**src/rtl/hrmf_seq.sv**
```systemverilog
// Input sequencer and twiddle-address generator feeding the HRMF radix-16 stage.
// Optional gap detection is built when HRMF_SEQ_GAPCHK_EN is defined; otherwise ERR is tied low.
module hrmf_seq #(
  parameter int LOG2N   = 8,
  parameter int MTU_LAT = 3,
  parameter int TF_LAT  = 1
) (
  input  logic             CLK,
  input  logic             RST,
  input  logic             IN_VALID,
  output logic             IN_READY,
  input  logic [63:0]      IN_D0,
  input  logic [63:0]      IN_D1,
  input  logic [63:0]      IN_D2,
  input  logic [63:0]      IN_D3,
  output logic [63:0]      D0,
  output logic [63:0]      D1,
  output logic [63:0]      D2,
  output logic [63:0]      D3,
  output logic [1:0]       SEL_ROTATOR0,
  output logic [1:0]       SEL_MTU4X4,
  output logic [LOG2N-1:0] TF_ADDR0,
  output logic [LOG2N-1:0] TF_ADDR1,
  output logic [LOG2N-1:0] TF_ADDR2,
  output logic [LOG2N-1:0] TF_ADDR3,
  output logic             OUT_VALID,
  output logic             OUT_LAST,
  output logic             ERR
);

  // state | meaning
  // IDLE  | no frame in flight, phase held at 0
  // RUN   | loading beats of a frame, phase advances every cycle
  // DRAIN | D* driven 0 while the delay line empties; a beat at phase 0 restarts RUN
  typedef enum logic [1:0] {IDLE, RUN, DRAIN} state_t;

  localparam int FW = (LOG2N > 4) ? LOG2N - 4 : 1;
  localparam int K  = MTU_LAT - TF_LAT;
  localparam logic [FW-1:0] FRAME_MAX = FW'((1 << (LOG2N - 4)) - 1);

  state_t          state, state_nxt;
  logic [1:0]      phase, phase_nxt;
  logic            accept, load, gap, line_empty;
  logic [LOG2N-1:0] tf_base;

  // Index 0 is the D* stage; index MTU_LAT lines up with HRMF Q*.
  logic [1:0]    q_dly [0:MTU_LAT];
  logic [FW-1:0] f_dly [0:MTU_LAT];
  logic          v_dly [0:MTU_LAT];

  assign IN_READY = ~RST;
  assign accept   = IN_VALID & IN_READY;

  always_comb begin
    line_empty = 1'b1;
    for (int k = 0; k <= MTU_LAT; k++) begin
      if (v_dly[k]) line_empty = 1'b0;
    end
  end

  always_comb begin
    state_nxt = state;
    phase_nxt = phase;
    load      = 1'b0;
    gap       = 1'b0;
    case (state)
      IDLE: begin
        phase_nxt = 2'd0;
        if (accept) begin
          load      = 1'b1;
          phase_nxt = 2'd1;
          state_nxt = RUN;
        end
      end
      RUN: begin
        load      = 1'b1;
        gap       = ~IN_VALID;
        phase_nxt = phase + 2'd1;
        if (phase == 2'd3) state_nxt = DRAIN;
      end
      DRAIN: begin
        phase_nxt = phase + 2'd1;
        if (phase == 2'd0) begin
          if (accept) begin
            load      = 1'b1;
            state_nxt = RUN;
          end else if (line_empty) begin
            state_nxt = IDLE;
            phase_nxt = 2'd0;
          end
        end
      end
      default: state_nxt = IDLE;
    endcase
  end

  always_ff @(posedge CLK or posedge RST) begin
    if (RST) begin
      state <= IDLE;
      phase <= 2'd0;
      D0    <= '0;
      D1    <= '0;
      D2    <= '0;
      D3    <= '0;
      for (int k = 0; k <= MTU_LAT; k++) begin
        q_dly[k] <= '0;
        f_dly[k] <= '0;
        v_dly[k] <= 1'b0;
      end
    end else begin
      state    <= state_nxt;
      phase    <= phase_nxt;
      D0       <= (load && !gap) ? IN_D0 : '0;
      D1       <= (load && !gap) ? IN_D1 : '0;
      D2       <= (load && !gap) ? IN_D2 : '0;
      D3       <= (load && !gap) ? IN_D3 : '0;
      v_dly[0] <= load;
      q_dly[0] <= phase;
      // f_dly[0] is the frame of the beat on D*, so it steps as the phase-3 beat leaves.
      if (state_nxt == IDLE && state != IDLE)
        f_dly[0] <= '0;
      else if (v_dly[0] && q_dly[0] == 2'd3)
        f_dly[0] <= (f_dly[0] == FRAME_MAX) ? '0 : f_dly[0] + 1'b1;
      for (int k = 1; k <= MTU_LAT; k++) begin
        q_dly[k] <= q_dly[k-1];
        f_dly[k] <= f_dly[k-1];
        v_dly[k] <= v_dly[k-1];
      end
    end
  end

  assign SEL_ROTATOR0 = q_dly[0];
  assign SEL_MTU4X4   = q_dly[0];

  // 4*f+q never exceeds N, so lane multiples wrap naturally at LOG2N bits.
  assign tf_base  = LOG2N'({f_dly[K], q_dly[K]});
  assign TF_ADDR0 = '0;
  assign TF_ADDR1 = v_dly[K] ? tf_base : '0;
  assign TF_ADDR2 = v_dly[K] ? LOG2N'(tf_base << 1) : '0;
  assign TF_ADDR3 = v_dly[K] ? LOG2N'(tf_base + (tf_base << 1)) : '0;

  assign OUT_VALID = v_dly[MTU_LAT];
  assign OUT_LAST  = v_dly[MTU_LAT] && (q_dly[MTU_LAT] == 2'd3) && (f_dly[MTU_LAT] == FRAME_MAX);

`ifdef HRMF_SEQ_GAPCHK_EN
  logic err;
  always_ff @(posedge CLK or posedge RST) begin
    if (RST)      err <= 1'b0;
    else if (gap) err <= 1'b1;
  end
  assign ERR = err;
`else
  assign ERR = 1'b0;
`endif

endmodule
```
**config.mk**
```make
export PLATFORM = sky130hd
export DESIGN_NAME = hrmf_seq
export DESIGN_NICKNAME = d
export VERILOG_FILES = /design/src/rtl/hrmf_seq.sv
export SDC_FILE = /design/constraint.sdc
export NUM_CORES = 1
export LEC_CHECK = 0
export BUFFER_PORTS_ARGS = -buffer_cell sky130_fd_sc_hd__buf_2
export CAP_MARGIN = 10
export CORE_AREA = 4 4 213 215
export CTS_BUF_LIST = sky130_fd_sc_hd__clkbuf_8 sky130_fd_sc_hd__clkbuf_16
export DETAILED_ROUTE_END_ITERATION = 10
export DIE_AREA = 0 0 217 219
export PLACE_DENSITY_LB_ADDON = 0.3
export SLEW_MARGIN = 20
export SYNTH_ARGS = -nofsm -noshare
export SYNTH_HDL_FRONTEND = slang
export SYNTH_SLANG_ARGS = --single-unit
```
**constraint.sdc**
```tcl
create_clock -name CLK -period 26.9 [get_ports CLK]
set_clock_uncertainty 0.05 [all_clocks]
set_input_delay 4.035 -clock CLK [delete_from_list [all_inputs] [get_ports CLK]]
set_output_delay 4.035 -clock CLK [all_outputs]
set_load 0.02 [all_outputs]
```
## Word level (Yosys, flattened, before mapping)

Index checks and enable logic that the tools add are counted.

| cells by class | value |
|---|---|
| $add $sub $neg | 3 |
| eq/ne operators | 7 |
| muxes and demuxes | 29 |
| bitwise operators | 3 |
| reductions and logical operators | 12 |

Operators by type and width:

| operator | number |
|---|---|
| $mux W64 | 4 |
| $mux W2 | 8 |
| $mux W4 | 3 |
| $pmux W2 S3 | 2 |
| $add A6 B7 Y8 | 1 |
| $eq A2 B2 Y1 const B | 4 |
| $eq A4 B4 Y1 const B | 2 |
| $mux W1 | 8 |
| $mux W8 | 1 |
| $mux W7 | 1 |
| $logic_not A2 Y1 | 3 |
| $mux W6 | 1 |
| $logic_and A1 B1 Y1 | 5 |
| $add A4 B1 Y4 const B | 1 |
| $reduce_bool A2 Y1 | 2 |
| $pmux W1 S3 | 1 |
| $reduce_bool A3 Y1 | 1 |
| $add A2 B1 Y2 const B | 1 |
| $eq A2 B1 Y1 const B | 1 |
| $not A1 Y1 | 2 |
| $and A1 B1 Y1 | 1 |
| $logic_not A1 Y1 | 1 |

| word-level totals | value |
|---|---|
| flip-flop bits (word level) | 288 |
| word-level logic and storage cells | 72 |

## Depth between registers and ports, before layout

Gate-level depths: netlist of run 1.

| depth | value |
|---|---|
| depth in word-level cells | 11 |
| gate-level depth with buffers | 8 |

## Worst setup path before layout of run 1

OpenSTA, ideal clock, no wires.

| path | value |
|---|---|
| path kind | input to output |
| start point | in RST |
| end point | out IN_READY |
| arrival | 10.056 ns |
| data required time | 22.815 ns |
| setup slack | 12.759 ns |
| cell stages on the path | 1 |
| path through | inv_1 |

| on the way | value |
|---|---|
| word-level cells in the longest chain between the ends | 1 |

RTL lines:

| element | line | RTL |
|---|---|---|
| start, declared | 9 | `input logic RST,` |
| $not A1 Y1 | 51 | `assign IN_READY = ~RST;` |
| end, declared | 11 | `output logic IN_READY,` |

No other way between the ends.

## Worst setup path in the final report of run 1

Ends and elaborated chain as after synthesis.

==> results of run 1 <==
-- per-layer routing --
metal,part of all wire,track usage
met1,0.37,0.139
met3,0.097,0.0494
met5,0.0019,0
met2,0.49,0.202
met4,0.036,0.0532
-- flip-flops by register name (all words and copies together), names as in the netlist --
name        count
D1             64
f_dly          16
v_dly           3
D3             64
q_dly           6
D0             64
SEL_MTU4X4      2
OUT_VALID       1
phase           2
D2             64
state           2
-- critical path, cell delays in order --
cell and delay [ns]:
sky130_fd_sc_hd__buf_2 0.14, sky130_fd_sc_hd__inv_8 0.34, sky130_fd_sc_hd__buf_2 0.28
-- stage by stage --
stage                     std cells  setup slack, ns   util
after floorplan                 711            12.76      -
after global placement         1796            17.83  0.299
after detailed placement       1796            17.83  0.299
after CTS                      1856            17.82  0.325
after global routing           1858            17.74  0.325
final                          1859            17.86  0.325
-- worst max-delay path by stage --
| stage | cells past startpoint | endpoint | start | slack, ns |
|---|---|---|---|---|
| 6_report | 3 | IN_READY | RST | 17.86 |
| 5_1_grt | 3 | IN_READY | RST | 17.74 |
| 3_3_place_gp | 3 | IN_READY | RST | 17.83 |
| 2_1_floorplan | 1 | IN_READY | RST | 12.76 |
| 3_5_place_dp | 3 | IN_READY | RST | 17.83 |
| 4_1_cts | 3 | IN_READY | RST | 17.82 |
-- cells in the final DEF (no fill, tap or decap), types with 3 or more instances in the layout --
cell,Yosys,routed
sky130_fd_sc_hd__buf_2,2,541
sky130_fd_sc_hd__dfrtp_1,288,288
sky130_fd_sc_hd__and2_1,266,266
sky130_fd_sc_hd__clkbuf_16,0,37
sky130_fd_sc_hd__inv_1,12,18
sky130_fd_sc_hd__ha_1,13,13
sky130_fd_sc_hd__conb_1,1,13
sky130_fd_sc_hd__a21oi_1,11,11
sky130_fd_sc_hd__nor2_1,7,7
sky130_fd_sc_hd__o21ai_0,7,7
sky130_fd_sc_hd__clkbuf_8,0,7
sky130_fd_sc_hd__clkinv_2,0,6
sky130_fd_sc_hd__buf_4,50,5
sky130_fd_sc_hd__nor2b_1,4,4
sky130_fd_sc_hd__diode_2,0,3
sky130_fd_sc_hd__nand2_1,3,3
sky130_fd_sc_hd__nand3_1,3,3
sky130_fd_sc_hd__nand4_1,3,3
-- logic make-up (layout without fill, tap and decap cells) --
logic type	after synthesis	count (layout)	synth area share
multiplexers	1	1	0.00101
other	1	16	0.000378
XOR/XNOR	4	4	0.00354
flip-flops	288	288	0.727
AO/OA/AOI/OAI	32	32	0.0218
adder cells (fa/ha/maj)	14	14	0.0184
buffers and inverters	66	619	0.0442
AND/OR/NAND/NOR	293	293	0.183
-- where the power goes --
part	internal [mW]	switching [mW]	total (mW)	leakage (nW)
Combinational	0.139	0.271	0.409	3.63
Sequential	0.533	0.0364	0.569	3.86
Clock	0.286	0.180	0.466	0.599
-- layout make-up --
class | count | area share
diodes | 3 | 0.000528
clock buffers | 44 | 0.0718
clock inverters | 16 | 0.00879
inverters | 12 | 0.00369
multi-input cells | 357 | 0.163
flip-flops and latches | 288 | 0.507
well taps | 592 | 0.0521
repair buffers | 547 | 0.194
==> metrics.txt, run 1 <==
count of synthesis-stage warnings from yosys 0; vias after detailed routing 6988; insertion delay of the later-clocked pin in the worst-skew pair 0.52 ns; Sequential cell area 7210 um^2; setup TNS 0 ns; ranking of synthesized cells by area sky130_fd_sc_hd__dfrtp_1, sky130_fd_sc_hd__and2_1, sky130_fd_sc_hd__buf_4, sky130_fd_sc_hd__ha_1, sky130_fd_sc_hd__a21oi_1; gp weighted congestion 0.795; maximum vdd drop 0.0563 mV; cell with the most instances after synthesis sky130_fd_sc_hd__dfrtp_1; vertical die dimension 219 um; Top FF cell, synth sky130_fd_sc_hd__dfrtp_1; wire length of the first global-routing pass 44.2 mm; clock edge transition at the registers on the reported setup and hold paths 0.06 ns; Hold WC Path Type flip-flop to flip-flop; worst reg2reg startpoint state[0]; routed wirelength normalized by instance count 16.5 um; number of clock buffers inserted by TritonCTS 34; total power divided by cell area 102 nW/um^2; average cell area after synthesis 14.2 um^2; synthesized cell area 9910 um^2; hold path cells 0; wire length after detailed routing 30.6 mm; internal reg-to-reg setup slack 24.21 ns; fin area 14200 um^2; Total Routing Usage GR 0.122; top fanout value on the critical path 84; critical setup path kind input port to output port; initial detailed-routing violation count 408; post-CTS setup buffers 0; leakage power 8.08 nW; cell count after synthesis 699; number of pins with negative max-slew slack in the final report 0; I/O pin total 555; starting density of the core 0.227; number of storage elements in the synthesis netlist 288; element type at the critical path end output port; First-pass DRT Iterations 4; instance area at placement 13100 um^2; CTS root buffer sky130_fd_sc_hd__clkbuf_16; Post-synth EDFFs 0; vias in the first global route 7374; number of max-capacitance violations reported 0; worst hold path startpoint f_dly[10]; worst-case hold path end point f_dly[6]; final worst path period share 0.336; shortest clock period the worst path allows after layout 9.04 ns; CTS tree done; count of hold-fix buffers inserted at cts 0; post-cts repair resize count 0; share of cells above drive strength 1 0.478; peak clock frequency supported by timing 111 MHz; Tot Pwr 1.44 mW; most numerous cell types in the synthesized netlist sky130_fd_sc_hd__dfrtp_1, sky130_fd_sc_hd__and2_1, sky130_fd_sc_hd__buf_4; number of nets in the finished design 1513; Worst Setup Start Kind input port; clock buffer depth 3; required arrival time at the worst endpoint 22.82 ns; minimum hold slack 0.296 ns; vias per inst 3.76; maximum number of pins on one net before global-route repair 130; Critical Path AT 4.96 ns; unrepaired setup endpoints after global routing false; CTS sink cnt 288; Area Overhead vs Synth 43.6%; DP Wirelength 23.0 mm; PortBufs 541; DRC violation count after routing 0; Worst slew margin 0.311; run status finished clean; area leader, netlist sky130_fd_sc_hd__dfrtp_1; number of antenna violations at the first check in global routing 11; slew at the pin with the worst max-slew slack 1.03 ns; floorplan die area 47500 um^2; top-area cell type share of the netlist area 0.727; worst reg2reg path endpoint D0[34]; register area share after synthesis 0.727; remaining antenna violation count 0; share of flip-flops with an asynchronous set or reset 1.00; area of combinational cells with multiple inputs 2320 um^2; H-tree levels 2; library cells used by synthesis 37; horizontal extent of the die 217 um; Hold Vio Cnt, Final 0; fill cell count 4547; core area 43700 um^2; Placement Rows 77; overflow left after global routing 0; number of cells traversed by the worst register-to-register path 7; setup-violating endpoint count in the final report 0
No activity file was read; power rests on OpenSTA's default activity.
==> run 2, diff against run 1 <==
Settings changed: ABC_AREA set to 1, CORE_AREA 4 4 213 215 to 4 4 215 217, DIE_AREA 0 0 217 219 to 0 0 219 221.
Clock period 26.9 ns to 9.4 ns, I/O delays scaled along.
==> run 2 against run 1 <==
Compared with the run above: cell count is 16% higher; via count is 11% higher; die area is 1.8% higher; synthesized area is 4.3% higher; combinational power grew to 3.4 times the previous value; clock-buffer cell count stayed put; design area is 2.9% higher; critical path depth is 5 higher; setup slack worse by 13 ns; utilization is 0.66 points higher.
==> metrics.txt, run 2 <==
peak clock frequency supported by timing 242 MHz; count of synthesis-stage warnings from yosys 0 (unchanged); ranking of synthesized cells by area sky130_fd_sc_hd__dfrtp_1, sky130_fd_sc_hd__inv_1, sky130_fd_sc_hd__nor2_1, sky130_fd_sc_hd__buf_6, sky130_fd_sc_hd__buf_4; worst hold path startpoint f_dly[8]; share of flip-flops with an asynchronous set or reset 1.00 (unchanged); minimum hold slack 0.295 ns (-0.000883 ns); Top FF cell, synth sky130_fd_sc_hd__dfrtp_1; overflow left after global routing 0 (unchanged); Post-synth EDFFs 0 (unchanged); H-tree levels 2 (unchanged); insertion delay of the later-clocked pin in the worst-skew pair 0.52 ns (about the same); worst reg2reg path endpoint D1[3]; top-area cell type share of the netlist area 0.697 (-0.0302); most numerous cell types in the synthesized netlist sky130_fd_sc_hd__inv_1, sky130_fd_sc_hd__dfrtp_1, sky130_fd_sc_hd__nor2_1; unrepaired setup endpoints after global routing false; Worst path slowest cell sky130_fd_sc_hd__buf_4; vias per inst 3.60 (-4.3%); vias in the first global route 8335 (+13%); internal reg-to-reg setup slack 6.06 ns (-18.15 ns); Worst slew margin 0.321 (+0.00942); cell with the most instances after synthesis sky130_fd_sc_hd__inv_1; slew at the pin with the worst max-slew slack 1.02 ns (-0.0141 ns); leakage power 9.30 nW (+15%); vias after detailed routing 7726 (+11%); CTS sink cnt 288 (unchanged); count of hold-fix buffers inserted at cts 0 (unchanged); initial detailed-routing violation count 356 (-13%); number of storage elements in the synthesis netlist 288 (unchanged); critical setup path kind input port to flip-flop; register area share after synthesis 0.697 (-0.0302); floorplan die area 48400 um^2 (+1.8%); Setup Slack @ Placement 4.67 ns (-13.16 ns); total power divided by cell area 308 nW/um^2 (+200%); element type at the critical path end flip-flop; number of nets in the finished design 1801 (+19%); vertical die dimension 221 um (+0.91%); I/O pin total 555 (unchanged); most common library cell in the layout ignoring fill and taps sky130_fd_sc_hd__buf_2; routed wirelength normalized by instance count 13.9 um (-16%); wire length of the first global-routing pass 45.8 mm (+3.7%); Hold WC Path Type flip-flop to flip-flop; worst-case hold path end point f_dly[4]; instance area at placement 13400 um^2 (+2.5%); horizontal extent of the die 219 um (+0.92%); most frequent cells in the layout sky130_fd_sc_hd__buf_2, sky130_fd_sc_hd__inv_1, sky130_fd_sc_hd__dfrtp_1, sky130_fd_sc_hd__nor2_1, sky130_fd_sc_hd__clkbuf_16; setup TNS 0 ns (unchanged); count of buffer and inverter cells on the critical path 4 (+1); DP Wirelength 22.7 mm (-1.1%); maximum vdd drop 0.168 mV (+200%); fin area 14600 um^2 (+2.9%); remaining antenna violation count 0 (unchanged); area leader, netlist sky130_fd_sc_hd__dfrtp_1; Critical Path Max Stage Delay 0.79 ns (+0.45 ns); final worst path period share 0.439; share of cells above drive strength 1 0.392 (-0.0861); clock buffer depth 3 (unchanged); Total Routing Usage GR 0.120 (-0.00142); gp weighted congestion 0.788 (-0.86%); starting density of the core 0.234 (+0.00775); synthesized cell area 10300 um^2 (+4.3%); number of standard cells in the final layout excluding fillers 2148 (+16%); DRC violation count after routing 0 (unchanged); post-CTS setup buffers 0 (unchanged); core area 44100 um^2 (+0.88%); library cells used by synthesis 23 (-38%); run status finished clean; CTS tree done; First-pass DRT Iterations 4 (unchanged); CP cell instances buf_2 > clkinvlp_4 > nand4_1 > a31oi_2 > o21ai_4 > buf_4 > buf_4 > nor2_1; worst reg2reg startpoint state[1]; Area Overhead vs Synth 41.7%; number of placed instances, taps included 2084 (+16%); wire length after detailed routing 29.9 mm (-2.4%); final setup margin 5.27 ns (-12.58 ns); CTS root buffer sky130_fd_sc_hd__clkbuf_16; PortBufs 541 (unchanged); average cell area after synthesis 10.5 um^2 (-26%); number of max-capacitance violations reported 0 (unchanged); Hold Vio Cnt, Final 0 (unchanged); cell count after synthesis 986 (+41%); clock edge transition at the registers on the reported setup and hold paths 0.06 ns (about the same); post-cts repair resize count 0 (unchanged); Worst Setup Start Kind input port; Placement Rows 77 (unchanged); Critical Path AT 4.42 ns (-0.54 ns); maximum number of pins on one net before global-route repair 98 (-25%); number of pins with negative max-slew slack in the final report 0 (unchanged); top fanout value on the critical path 97 (+15%); hold path cells 0 (unchanged); number of clock buffers inserted by TritonCTS 34 (unchanged); shortest clock period the worst path allows after layout 4.13 ns; setup-violating endpoint count in the final report 0 (unchanged); number of cells traversed by the worst register-to-register path 7 (unchanged); most prevalent standard cell on the critical path sky130_fd_sc_hd__buf_4; cell family with most CP delay buffers and inverters; required arrival time at the worst endpoint 9.70 ns (-13.12 ns); number of antenna violations at the first check in global routing 4 (-7)
==> run 2: cell types whose count changed after synthesis, moves of 3 or more <==
cell,before,now
sky130_fd_sc_hd__buf_4,50,24
sky130_fd_sc_hd__nand3_1,3,10
sky130_fd_sc_hd__nand2_1,3,34
sky130_fd_sc_hd__nor2b_1,4,0
sky130_fd_sc_hd__buf_6,0,27
sky130_fd_sc_hd__and2_1,266,0
sky130_fd_sc_hd__inv_1,12,291
sky130_fd_sc_hd__o21ai_0,7,10
sky130_fd_sc_hd__nor2_1,7,261
==> run 2: per-stage QoR <==
stage,power [mW],utilization
CTS,4.60,0.332
global route,4.79,0.332
global placement,3.13,0.304
detailed placement,3.14,0.304
finish,4.50,0.332
floorplan,2.68,-
==> run 2: cell families (layout without fill, tap and decap cells) <==
| family | after synthesis | in the layout | synth area share |
|---|---|---|---|
| simple gates | 313 | 313 | 0.117 |
| buf+inv | 345 | 899 | 0.154 |
| other cells | 1 | 17 | 0.000363 |
| xor+xnor | 2 | 2 | 0.00169 |
| compound gates | 23 | 23 | 0.0127 |
| fa+ha+maj | 14 | 14 | 0.0177 |
| flops | 288 | 288 | 0.697 |
==> run 2: cell type report <==
cell class	instances	area [um^2]
fill	4637	29500
sequential	288	7210
timing repair buffer	548	2760
multi-input combinational	365	1600
inverter	291	1100
clock buffer	44	1000
tap	592	741
clock inverter	16	236
antenna	4	10.0
==> run 2: worst max path at each step <==
| stage | from | to | slack (ns) | depth (start not counted) |
|---|---|---|---|---|
| 3_5_place_dp | RST | D2[6] | 4.67 | 8 |
| 6_report | RST | D1[3] | 5.27 | 8 |
| 3_3_place_gp | RST | D0[62] | 4.78 | 8 |
| 5_1_grt | RST | D1[3] | 4.85 | 8 |
| 4_1_cts | RST | D1[3] | 5.24 | 8 |
| 2_1_floorplan | RST | D0[10] | 2.38 | 6 |
==> run 2: per-layer routing <==
| layer | wire, um | global-route usage | share of wire | up-vias |
|---|---|---|---|---|
| met4 | 733 | 0.0457 | 0.025 | 0 |
| met1 | 10700 | 0.128 | 0.36 | 3541 |
| met2 | 14700 | 0.208 | 0.49 | 356 |
| li1 | - | - | - | 3786 |
| met3 | 3750 | 0.0564 | 0.13 | 43 |
| met5 | 0 | 0 | 0 | - |
==> run 2: power breakdown <==
group / switching, mW / internal (mW)
Sequential: 0.116 / 1.59
Combinational: 0.991 / 0.388
Clock: 0.508 / 0.913
Total: 1.61 / 2.89
==> run 3, diff against run 2 <==
Settings changed: ABC_AREA 1 to 0, CORE_AREA 4 4 215 217 to 4 4 211 213, DIE_AREA 0 0 219 221 to 0 0 215 217.
Clock period 9.4 ns to 3.79 ns, I/O delays scaled along.
==> run 3 against run 2 <==
Compared with the run above: routed wire length barely moved; worst hold slack got worse by 0.099 ns; utilization fell by 0.14 points; design area fell by 3.6%; cell count fell by 16%; critical path depth fell by 1; register-to-register slack got worse by 4.7 ns; sequential cell count did not move; sequential power rose by 140%; critical endpoint is now TF_ADDR3[5]; largest cell class unchanged; largest power group unchanged.
==> metrics.txt, run 3 (synthesized netlist as in run 1, its figures left out) <==
run status finished clean; setup TNS 0 ns (unchanged); Worst Setup Start Kind flip-flop; Hold WC Path Type input port to flip-flop; count of hold-fix buffers inserted at cts 0 (unchanged); count of buffer and inverter cells on the critical path 1 (-3); overflow left after global routing 0 (unchanged); cell family with most CP delay adder cells; starting density of the core 0.232 (-0.00221); floorplan die area 46700 um^2 (-3.6%); number of max-capacitance violations reported 0 (unchanged); top fanout value on the critical path 5 (-95%); Setup Slack @ Placement 1.26 ns (-3.41 ns); gp weighted congestion 0.803 (+1.9%); number of placed instances, taps included 1749 (-16%); CTS sink cnt 288 (unchanged); CP cell instances ha_1 > fa_1 > a21o_1 > a21oi_1 > xnor2_1 > and2_1 > buf_2; most frequent cells in the layout sky130_fd_sc_hd__buf_2, sky130_fd_sc_hd__dfrtp_1, sky130_fd_sc_hd__and2_1, sky130_fd_sc_hd__clkbuf_16, sky130_fd_sc_hd__inv_1; worst hold path startpoint IN_D0[15]; Placement Rows 76 (-1.3%); number of pins with negative max-slew slack in the final report 0 (unchanged); CTS tree done; First-pass DRT Iterations 4 (unchanged); required arrival time at the worst endpoint 3.17 ns (-6.53 ns); worst reg2reg startpoint state[0]; vias per inst 3.81 (+5.8%); core area 42700 um^2 (-3.2%); share of cells above drive strength 1 0.472 (+0.0805); horizontal extent of the die 215 um (-1.8%); most common library cell in the layout ignoring fill and taps sky130_fd_sc_hd__buf_2; Worst slew margin 0.502 (+0.182); maximum vdd drop 0.394 mV (+130%); Hold Vio Cnt, Final 0 (unchanged); initial detailed-routing violation count 482 (+35%); instance count on the critical path 7 (-1); final worst path period share 0.807; DP Wirelength 22.3 mm (-1.9%); Critical Path AT 2.44 ns (-1.98 ns); Area Overhead vs Synth 42.4%; clock buffer depth 3 (unchanged); CTS root buffer sky130_fd_sc_hd__clkbuf_16; insertion delay of the later-clocked pin in the worst-skew pair 0.52 ns (about the same); wire length after detailed routing 29.8 mm (about the same); peak clock frequency supported by timing 327 MHz; vias after detailed routing 6886 (-11%); routed wirelength normalized by instance count 16.5 um (+19%); worst reg2reg path endpoint D1[32]; final setup margin 0.732 ns (-4.54 ns); Worst path slowest cell sky130_fd_sc_hd__dfrtp_1; H-tree levels 2 (unchanged); maximum number of pins on one net before global-route repair 171 (+74%); minimum hold slack 0.196 ns (-0.0990 ns); setup-violating endpoint count in the final report 0 (unchanged); remaining antenna violation count 0 (unchanged); wire length of the first global-routing pass 44.6 mm (-2.6%); total power divided by cell area 712 nW/um^2 (+130%); number of cells traversed by the worst register-to-register path 7 (unchanged); I/O pin total 555 (unchanged); critical setup path kind flip-flop to output port; clock edge transition at the registers on the reported setup and hold paths 0.06 ns (about the same); Tot Pwr 10.1 mW (+120%); vertical die dimension 217 um (-1.8%); hold path cells 2 (+2); internal reg-to-reg setup slack 1.39 ns (-4.67 ns); number of nets in the finished design 1514 (-16%); Total Routing Usage GR 0.124 (+0.00352); Critical Path Max Stage Delay 0.44 ns (-0.35 ns); post-cts repair resize count 0 (unchanged); number of standard cells in the final layout excluding fillers 1809 (-16%); slew at the pin with the worst max-slew slack 0.746 ns (-0.273 ns); worst-case hold path end point D0[15]; unrepaired setup endpoints after global routing false; number of clock buffers inserted by TritonCTS 36 (+5.9%); post-CTS setup buffers 0 (unchanged); element type at the critical path end output port; DRC violation count after routing 0 (unchanged); PortBufs 541 (unchanged); number of antenna violations at the first check in global routing 8 (+4); leakage power 8.05 nW (-13%); shortest clock period the worst path allows after layout 3.06 ns; vias in the first global route 7261 (-13%)
[run 3: changes by cell type in the layout (fill, tap and decap cells not counted), sizes merged, moves of 3 or more]
cell    change
inv       -270
and2      +266
nor2      -254
nand2      -31
nand3       -7
clkbuf      -6
bufinv      -5
nor2b       +4
o21ai       -4
a21oi       +3
diode       -3
[run 3: area by class of cell]
| cell class | instances | area, um^2 |
|---|---|---|
| fill | 4339 | 28600 |
| sequential | 288 | 7210 |
| timing repair buffer | 546 | 2790 |
| multi-input combinational | 357 | 2320 |
| clock buffer | 38 | 940 |
| tap | 546 | 683 |
| clock inverter | 21 | 129 |
| inverter | 12 | 48.8 |
| antenna | 1 | 2.50 |
[run 3: worst register-to-register path, stage by stage, from the launching register on]
cell	delay, ns
sky130_fd_sc_hd__dfrtp_1	0.43
sky130_fd_sc_hd__inv_1	0.11
sky130_fd_sc_hd__ha_1	0.24
sky130_fd_sc_hd__a21oi_1	0.11
sky130_fd_sc_hd__or3_1	0.36
sky130_fd_sc_hd__a21oi_4	0.20
sky130_fd_sc_hd__buf_4	0.57
sky130_fd_sc_hd__and2_1	0.27
[run 3: worst max-delay path by stage]
stage	start	endpoint	slack [ns]
5_1_grt	q_dly[3]	TF_ADDR3[5]	0.57
3_5_place_dp	q_dly[3]	TF_ADDR3[5]	1.26
2_1_floorplan	RST	IN_READY	-0.92
3_3_place_gp	q_dly[3]	TF_ADDR3[5]	1.27
6_report	q_dly[3]	TF_ADDR3[5]	0.73
4_1_cts	q_dly[3]	TF_ADDR3[5]	0.67
[run 3: power breakdown]
| part | total (mW) | switching [mW] | internal, mW |
|---|---|---|---|
| clock | 3.10 | 1.26 | 1.84 |
| combinational | 2.90 | 1.90 | 0.997 |
| sequential | 4.05 | 0.269 | 3.78 |
[run 3: stage by stage]
stage,util,cell area [um^2]
3_3_place_gp,0.305,13000
2_1_floorplan,-,9960
4_1_cts,0.330,14100
3_5_place_dp,0.305,13000
5_1_grt,0.330,14100
6_report,0.331,14100
[run 3: metal layers]
| metal | share of wire | GRT usage | up-vias |
|---|---|---|---|
| li1 | - | - | 3216 |
| met1 | 0.39 | 0.146 | 3294 |
| met2 | 0.50 | 0.208 | 304 |
| met3 | 0.088 | 0.0482 | 60 |
| met4 | 0.028 | 0.0436 | 12 |
| met5 | 0.0021 | 0 | - |
